$ cat src/rtl/truth_table_reader.sv
// Sweeps all 2**N input rows of an external combinational function and captures SoP/PoS masks.
// Optional compare port pair enabled by `define TTR_COMPARE_EN; latency 2*(2**N)+1 cycles start->done.
module truth_table_reader #(
    parameter int N = 2
) (
    input  logic                clk,
    input  logic                reset,
    input  logic                start,
    input  logic                f_in,
`ifdef TTR_COMPARE_EN
    input  logic [(1<<N)-1:0]   expected,
    output logic                match,
`endif
    output logic [N-1:0]        x_out,
    output logic                busy,
    output logic                done,
    output logic [(1<<N)-1:0]   minterms,
    output logic [(1<<N)-1:0]   maxterms,
    output logic [N:0]          ones_cnt
);

    localparam int ROWS = 1 << N;

    localparam logic [1:0] S_IDLE   = 2'd0;
    localparam logic [1:0] S_DRIVE  = 2'd1;
    localparam logic [1:0] S_SAMPLE = 2'd2;
    localparam logic [1:0] S_DONE   = 2'd3;

    logic [1:0]      state_q, state_d;
    logic [N-1:0]    idx_q, idx_d;
    logic [ROWS-1:0] min_q, min_d;
    logic [N:0]      ones_q, ones_d;

    always_comb begin
        state_d = state_q;
        idx_d   = idx_q;
        min_d   = min_q;
        ones_d  = ones_q;
        case (state_q)
            S_IDLE: begin
                if (start) begin
                    state_d = S_DRIVE;
                    idx_d   = '0;
                    min_d   = '0;
                    ones_d  = '0;
                end
            end
            S_DRIVE: state_d = S_SAMPLE;
            S_SAMPLE: begin
                min_d[idx_q] = f_in;
                ones_d       = ones_q + {{N{1'b0}}, f_in};
                // Terminal row always ends the sweep, so the index never wraps.
                if (idx_q == N'(ROWS - 1)) begin
                    state_d = S_DONE;
                end else begin
                    idx_d   = idx_q + N'(1);
                    state_d = S_DRIVE;
                end
            end
            default: state_d = S_IDLE;
        endcase
    end

    always_ff @(posedge clk) begin
        if (reset) begin
            state_q <= S_IDLE;
            idx_q   <= '0;
            min_q   <= '0;
            ones_q  <= '0;
        end else begin
            state_q <= state_d;
            idx_q   <= idx_d;
            min_q   <= min_d;
            ones_q  <= ones_d;
        end
    end

`ifdef TTR_COMPARE_EN
    logic match_q, match_d;

    // Evaluated with the final row folded in so the result is visible during DONE.
    always_comb begin
        match_d = match_q;
        if (state_q == S_IDLE && start) begin
            match_d = 1'b0;
        end else if (state_q == S_SAMPLE && state_d == S_DONE) begin
            match_d = (min_d == expected);
        end
    end

    always_ff @(posedge clk) begin
        if (reset) begin
            match_q <= 1'b0;
        end else begin
            match_q <= match_d;
        end
    end

    assign match = match_q;
`endif

    assign busy     = (state_q == S_DRIVE) || (state_q == S_SAMPLE);
    assign done     = (state_q == S_DONE);
    assign x_out    = busy ? idx_q : '0;
    assign minterms = min_q;
    assign maxterms = ~min_q;
    assign ones_cnt = ones_q;

endmodule
$ cat config.mk
export PLATFORM = sky130hd
export DESIGN_NAME = truth_table_reader
export DESIGN_NICKNAME = d
export VERILOG_FILES = /design/src/rtl/truth_table_reader.sv
export SDC_FILE = /design/constraint.sdc
export NUM_CORES = 1
export LEC_CHECK = 0
export ABC_AREA = 0
export CAP_MARGIN = 20
export CORE_AREA = 5 5 53 51
export DETAILED_ROUTE_END_ITERATION = 6
export DIE_AREA = 0 0 58 56
export PLACE_DENSITY = 0.62
export SLEW_MARGIN = 40
export SYNTH_ARGS = -nofsm -noshare
export SYNTH_HDL_FRONTEND = slang
export SYNTH_SLANG_ARGS = --single-unit
$ cat constraint.sdc
create_clock -name clk -period 5.02 [get_ports clk]
set_clock_uncertainty 0.2 [all_clocks]
set_input_delay 0.753 -clock clk [delete_from_list [all_inputs] [get_ports clk]]
set_output_delay 0.753 -clock clk [all_outputs]
set_load 0.01 [all_outputs]
-- Word-level counts from Yosys, hierarchy flattened
Index checks and enable logic that the tools add are counted.
- bits in registers: 11
- bits of input ports: 4
- output and inout port bits: 15
- logic and storage cells: 35
- add/subtract/negate cells: 2
- $lt $le $gt $ge: 2
- equality and inequality tests: 6
- muxes and demuxes: 14
- bitwise logic cells: 1
- reduce and logical (&&, ||, !) cells: 6
- operator list (operator ; count):
    $mux 2 ; 5
    $pmux 4 s2 ; 1
    $eq 2x2->1 const B ; 3
    $pmux 2 s3 ; 1
    $pmux 3 s2 ; 1
    $bwmux 4 ; 1
    $mux 4 ; 1
    $ne 2x2->1 const B ; 2
    $not 4->4 ; 1
    $pmux 2 s2 ; 1
    $add 3x1->3 ; 1
    $lt 2x3->1 const B ; 1
    $mux 3 ; 1
    $reduce_and 3->1 ; 1
    $add 2x1->2 const B ; 1
    $demux 1 s2 ; 1
    $eq 2x1->1 const B ; 1
    $ge 2x1->1 const B ; 1
    $logic_not 2->1 ; 1
    $reduce_and 2->1 ; 1
    $reduce_bool 2->1 ; 1
    $logic_and 1x1->1 ; 1
    $logic_or 1x1->1 ; 1
    $mux 1 ; 1

-- Depth between registers and ports, before layout
Gate-level depths: netlist of the first run.
- word-level depth: 6
- gate-level depth with buffers: 6

-- Least setup slack after synthesis of the first run
OpenSTA, ideal clock, no wires.
- kind: register to output
- start point: register state_q[0]
- end point: output port x_out[0]
- arrival: 0.978 ns
- setup slack: 3.089 ns
- cell stages (with the launch flop): 4
- buffers on the path: 0
- cells stage by stage: dfxtp_1 -> inv_1 -> ha_1 -> and2_1
- word-level cells in the longest chain between the ends: 3
- elaborated cells between the ends (all ways): 4
- those cells by class: eq/ne: 2; mux: 1; reduce/logical: 1
- ends and longest elaborated chain (item ; line ; source):
    from (decl) ; 29 ; logic [1:0] state_q, state_d;
    from (signal assigned) ; 71 ; state_q <= state_d;
    $eq 2x1->1 or $eq 2x2->1 (tied branches) ; 102 ; assign busy = (state_q == S_DRIVE) || (state_q == S_SAMPLE);
    $logic_or 1x1->1 * ; 102 ;
    named net busy ; 15 ; output logic busy,
    $mux 2 * ; 104 ; assign x_out = busy ? idx_q : '0;
    to (decl) ; 14 ; output logic [N-1:0] x_out,
Mark *: on every way through the listed nets, which the timed path passes. The rest lies on a longest branch.

-- Worst setup path in the final report of the first run
- start point: register state_q[1]
- end point: output port x_out[0]
- word-level cells in the longest chain between the ends: 3
- elaborated cells between the ends (all ways): 4
- those cells by class: eq/ne: 2; mux: 1; reduce/logical: 1
- ends and longest elaborated chain (item ; line):
    $eq 2x1->1 or $eq 2x2->1 (tied branches) ; 102
    $logic_or 1x1->1 * ; 102
    $mux 2 * ; 104
Mark *: on every way between the ends. The rest lies on a longest branch, timed or not.

==> results.yml, run 1 <==
floorplanning:
  ioPinCount: 19
  dieHeight_um: 56
  start_util: 0.333
  placementRows: 16
  core_mm2: 0.00208
  die_width_um: 58
  die_area_mm2: 0.00325
pwr:
  p_seq_frac: 0.414
  internal_power_uw: 158
  switching_share: 0.332
  irDropWorstVdd_v: 0.000132
  p_comb_frac: 0.338
  power_density_mw_per_mm2: 257
  p_switching_uw: 78.7
  clkPwrFrac: 0.248
  power_uw: 237
  cellLeakagePower_nw: 0.356
route:
  wirelength_um: 1480
  via_count: 624
  antenna_left: 0
  dr.pass1.iters: 4
  wl_per_cell_um: 12.0
  drc: 0
  viasPerCell: 5.07
  drt_iter0_drc: 5
outcome:
  status: "finished, final reports clean"
worst_setup_path:
  arrival_ns: 1.72
  r2r_slack_ns: 2.99
  r2r-end: "minterms[3]"
  crit_chain: "inv_1 -> ha_1 -> and2_1 -> clkdlybuf4s50_1"
  required_ns: 4.07
  worstSetupPathType: "register to primary output"
  crit_path_end: "x_out[0]"
  cpPeakStageDelay_ns: 0.53
  worst-path-max-fanout: 4
  r2r-start: "state_q[0]"
  slowest_stage: "clkdlybuf4s50_1"
  startpoint: "state_q[1]"
  cp-end-kind: "primary output"
  critPathLaunchType: "register"
  reg2reg_depth: 5
clocking:
  cts_buffer_depth: 2
  cts_made_buffers: 3
  cts.htree.levels: 1
  cts_resized: 0
  post-cts-setup-buffer-count: 0
  clk_latency_ns: 0.27
  cts.clk_slew.worst_paths_ns: 0.06
  holdBufCountCts: 0
  cts_tree: "yes"
  cts_root_buf: "clkbuf_4"
  clock_sinks: 11
min_path:
  hp-class: "register to register"
final_layout:
  nNetsFinal: 113
  nFillCells: 226
  drive_gt1_frac: 0.0417
  diodes: 0
  final_area_um2: 921
  syn_to_final_growth_pct: 32.9
  ff_latch_area_um2: 220
  multiInputGateArea_um2: 423
placement:
  gp_congestion: 0.810
  port_buffers: 18
  dp_hpwl_um: 1150
  postPlaceCellArea_um2: 895
yosys:
  yosysTopAreaCellShare: 0.318
  yosysTopAreaCell: "dfxtp_1"
  synth_warnings: 0
  syn_area_per_cell_um2: 9.00
  synth_nets: 93
  synth_area_leaders: "dfxtp_1, ha_1, inv_1"
  syn_area_um2: 693
  ys_ff_latch: 11
  synth_cell_types: 25
  yosys_most_used_dff: "dfxtp_1"
  yosysSeqAreaShare: 0.318
  synthArstFlopShare: 0
  yosys-top-cells-count: "ha_1, dfxtp_1, inv_1, o21ai_0"
  synth_edf_count: 0
  yosysMostFrequentCell: "ha_1"
  netlist_instances: 77
sta:
  slew_viol_final: 0
  tns_ns: 0
  fin_crit_ns: 2.67
  relSlewSlack: 0.663
  setup_violations: 0
  hold_viol: 0
  rsz0062_at_grt: "false"
  fmax_ghz: 0.374
  min_period_over_period: 0.533
  worst-slew-pin-transition_ns: 0.505
global_route:
  grt.overflow.total: 0
  antenna_found_initial: 0
  grt_max_degree: 16
  first_global_vias: 608
  grt_pass1_wl_um: 2630
  grt_usage: 0.103
job:
  timing.max_cap.violations: 0
## cell usage in the layout (no fill, tap or decap), types with 2 or more instances in the layout
master	n
clkdlybuf4s50_1	18
ha_1	12
dfxtp_1	11
inv_1	10
o21ai_0	5
nor2b_1	4
nand3_1	4
a21oi_1	4
and2_1	3
nor2_1	3
clkbuf_4	3
o311ai_0	2
o41ai_1	2
a32oi_1	2
a32o_1	2
## sequential cells by signal, summed over array words and instances, names as in the netlist
signal,flops
ones_cnt,3
minterms,4
state_q,2
idx_q,2
## per-layer routing
layer  GRT usage  wire length, µm  up-vias
li1            -                -      317
met1       0.128              709      286
met2       0.152              656       16
met3      0.0510               86        5
met4      0.0397               23        0
met5           0                0        -
## metrics by stage
stage | setup slack (ns) | hold slack [ns] | util | cells
6_report | 2.35 | 0.287 | 0.442 | 123
4_1_cts | 2.30 | 0.297 | 0.442 | 123
5_1_grt | 2.23 | 0.347 | 0.442 | 123
3_5_place_dp | 2.61 | 0.287 | 0.430 | 119
2_1_floorplan | 3.09 | 0.306 | - | 77
3_3_place_gp | 2.63 | 0.272 | 0.430 | 119
## final cells by class
| cell class | instances | area share |
|---|---|---|
| inverter | 10 | 0.0408 |
| tap | 27 | 0.0367 |
| sequential | 11 | 0.239 |
| multi-input combinational | 53 | 0.459 |
| timing repair buffer | 18 | 0.196 |
| clock buffer | 4 | 0.0285 |
## cells by family after synthesis
family,share of synthesized area
AOI/OAI and AO/OA,0.193
adders and majority gates,0.217
buffers and inverters,0.0722
DFF,0.318
muxes,0.0307
and+or+nand+nor,0.170
## worst max-delay path: cells and delay by family (launching register included)
family	cells	cell delay, ns
fa+ha+maj	1	0.31
simple gates	1	0.12
buf+inv	2	0.64
flops	1	0.39
## worst min-delay path by stage
stage	cells after the start	end	slack (ns)	from
after global placement	2	minterms[3]	0.27	minterms[3]
final	2	minterms[3]	0.29	minterms[3]
after global routing	2	ones_cnt[2]	0.35	ones_cnt[2]
after CTS	2	ones_cnt[2]	0.30	ones_cnt[2]
after floorplan	2	ones_cnt[2]	0.31	ones_cnt[2]
after detailed placement	2	minterms[3]	0.29	minterms[3]
## power by group through the flow
stage | clock (mW) | sequential (mW) | combinational (mW)
2_1_floorplan | 0 | 0.0992 | 0.0557
3_3_place_gp | 0 | 0.100 | 0.0780
3_5_place_dp | 0 | 0.100 | 0.0797
4_1_cts | 0.0635 | 0.0983 | 0.0800
5_1_grt | 0.0664 | 0.0993 | 0.0911
6_report | 0.0588 | 0.0980 | 0.0800
(Power assumes the default switching activity.)
==> run 2, diff against run 1 <==
--- a/config.mk
+++ b/config.mk
@@ -10,7 +10,7 @@
 export CORE_AREA = 5 5 53 51
 export DETAILED_ROUTE_END_ITERATION = 6
 export DIE_AREA = 0 0 58 56
-export PLACE_DENSITY = 0.62
+export PLACE_DENSITY = 0.64
 export SLEW_MARGIN = 40
 export SYNTH_ARGS = -nofsm -noshare
 export SYNTH_HDL_FRONTEND = slang
==> constraint.sdc (replaced) <==
create_clock -name clk -period 2.2 [get_ports clk]
set_clock_uncertainty 0.2 [all_clocks]
set_input_delay 0.33 -clock clk [delete_from_list [all_inputs] [get_ports clk]]
set_output_delay 0.33 -clock clk [all_outputs]
set_load 0.01 [all_outputs]
==> run 2 against run 1 <==
Against the previous run:
- sequential power up 130%
- worst hold slack better by 0.0021 ns
- core utilization up 0.72 points
- sequential share of layout area down 0.12 points
- critical path type unchanged
- clock-buffer cell count unchanged
- critical path depth down 1
- via count down 2.9%
- final area up 1.6%
- cell count up 1.6%
- combinational power up 140%
- non-clock buffer count up 2
- routed wire length up 6.2%
==> results.yml, run 2 (synthesis gave the netlist of run 1 again) <==
final_layout:
  largest_reg_flops: 4
  layout_common_cells: "clkdlybuf4s50_1, ha_1, inv_1, dfxtp_1, o21ai_0"
  nFillCells: 216
  nNetsFinal: 115
  drive_gt1_frac: 0.0918
  final_common_cell: "clkdlybuf4s50_1"
  diodes: 0
  syn_to_final_growth_pct: 35.0
floorplanning:
  placementRows: 16
  start_util: 0.333
  die_area_mm2: 0.00325
  dieHeight_um: 56
  core_mm2: 0.00208
  ioPinCount: 19
  die_width_um: 58
job:
  timing.max_cap.violations: 0
worst_setup_path:
  required_ns: 1.67
  r2r_slack_ns: 0.34
  reg2reg_depth: 5
  r2r-end: "minterms[3]"
  worstSetupPathType: "register to primary output"
  slowest_stage: "clkdlybuf4s50_1"
  cp_top_family: "buffers and inverters"
  arrival_ns: 1.56
  cpPeakStageDelay_ns: 0.54
  critPathLaunchType: "register"
  worst-path-max-fanout: 4
  cp-end-kind: "primary output"
  crit_chain: "inv_1 -> ha_1 -> clkdlybuf4s50_1"
  r2r-start: "state_q[0]"
  path_buf_inv: 2
route:
  dr.pass1.iters: 4
  antenna_left: 0
  wl_per_cell_um: 12.5
  drt_iter0_drc: 16
  wirelength_um: 1570
  viasPerCell: 4.85
  via_count: 606
  drc: 0
sta:
  hold_viol: 0
  setup_violations: 0
  tns_ns: 0
  worst-slew-pin-transition_ns: 0.513
  fmax_ghz: 0.479
  rsz0062_at_grt: "false"
  fin_crit_ns: 2.09
  min_period_over_period: 0.948
  relSlewSlack: 0.657
  slew_viol_final: 0
clocking:
  clk_latency_ns: 0.26
  cts_resized: 5
  cts_buffer_depth: 2
  cts_root_buf: "clkbuf_4"
  cts_tree: "yes"
  cts.clk_slew.worst_paths_ns: 0.07
  holdBufCountCts: 0
  cts_made_buffers: 3
  post-cts-setup-buffer-count: 0
  clock_sinks: 11
  cts.htree.levels: 1
global_route:
  grt.overflow.total: 0
  grt_pass1_wl_um: 2680
  antenna_found_initial: 0
  grt_usage: 0.104
  first_global_vias: 564
  grt_max_degree: 16
min_path:
  worst_hold_path.num_cells: 2
  hp-class: "register to register"
  hold_start: "minterms[0]"
  holdPathEnd: "minterms[0]"
pwr:
  power_uw: 558
  irDropWorstVdd_v: 0.000441
  power_density_mw_per_mm2: 596
  cellLeakagePower_nw: 0.375
outcome:
  status: "finished, final reports clean"
placement:
  gp_congestion: 0.777
  port_buffers: 18
  dp_hpwl_um: 1240
==> run 2: cell type report <==
| type | count | area (µm²) | share of cell area |
|---|---|---|---|
| multi-input cells | 53 | 423 | 0.452 |
| flip-flops and latches | 11 | 223 | 0.238 |
| repair buffers | 20 | 193 | 0.206 |
| inverters | 10 | 37.5 | 0.0401 |
| well taps | 27 | 33.8 | 0.0361 |
| clock buffers | 4 | 26.3 | 0.0281 |
==> run 2: how the worst max path moves through the flow <==
stage / endpoint / startpoint / cells after the start / slack [ns]
floorplan: idx_q[0] / state_q[0] / 6 / 0.54
global placement: x_out[1] / state_q[0] / 4 / 0.28
detailed placement: x_out[0] / state_q[1] / 4 / 0.22
CTS: busy / state_q[1] / 3 / 0.10
global route: busy / state_q[1] / 3 / 0.05
finish: busy / state_q[1] / 3 / 0.11
==> run 2: metrics by stage <==
stage                util  area, µm²  worst slack (ns)  hold WS, ns  instances
floorplan               -        693             0.543        0.298         77
global placement    0.437        910             0.279        0.274        121
detailed placement  0.437        910             0.218        0.285        121
CTS                 0.450        936             0.104        0.294        125
global route        0.450        936            0.0540        0.316        125
finish              0.450        936             0.114        0.289        125
==> run 2: worst min-delay path, delay by kind of cell (launching register included) <==
| kind | cells | cell delay, ns |
|---|---|---|
| AOI/OAI and AO/OA | 2 | 0.13 |
| DFF | 1 | 0.32 |
==> run 2: report_power, final <==
| group | leakage, nW | switching [mW] | internal [mW] |
|---|---|---|---|
| logic | 0.270 | 0.107 | 0.0863 |
| clock network | 0.0150 | 0.0685 | 0.0701 |
| registers | 0.0898 | 0.0129 | 0.213 |
| total | 0.375 | 0.189 | 0.370 |
==> run 2: routing by layer <==
layer	routed length, µm	vias up	track usage	part of all wire
li1	-	321	-	-
met1	749	271	0.144	0.48
met3	87	0	0.0371	0.056
met2	730	14	0.148	0.47
met4	0	0	0.0298	0
met5	0	-	0	0
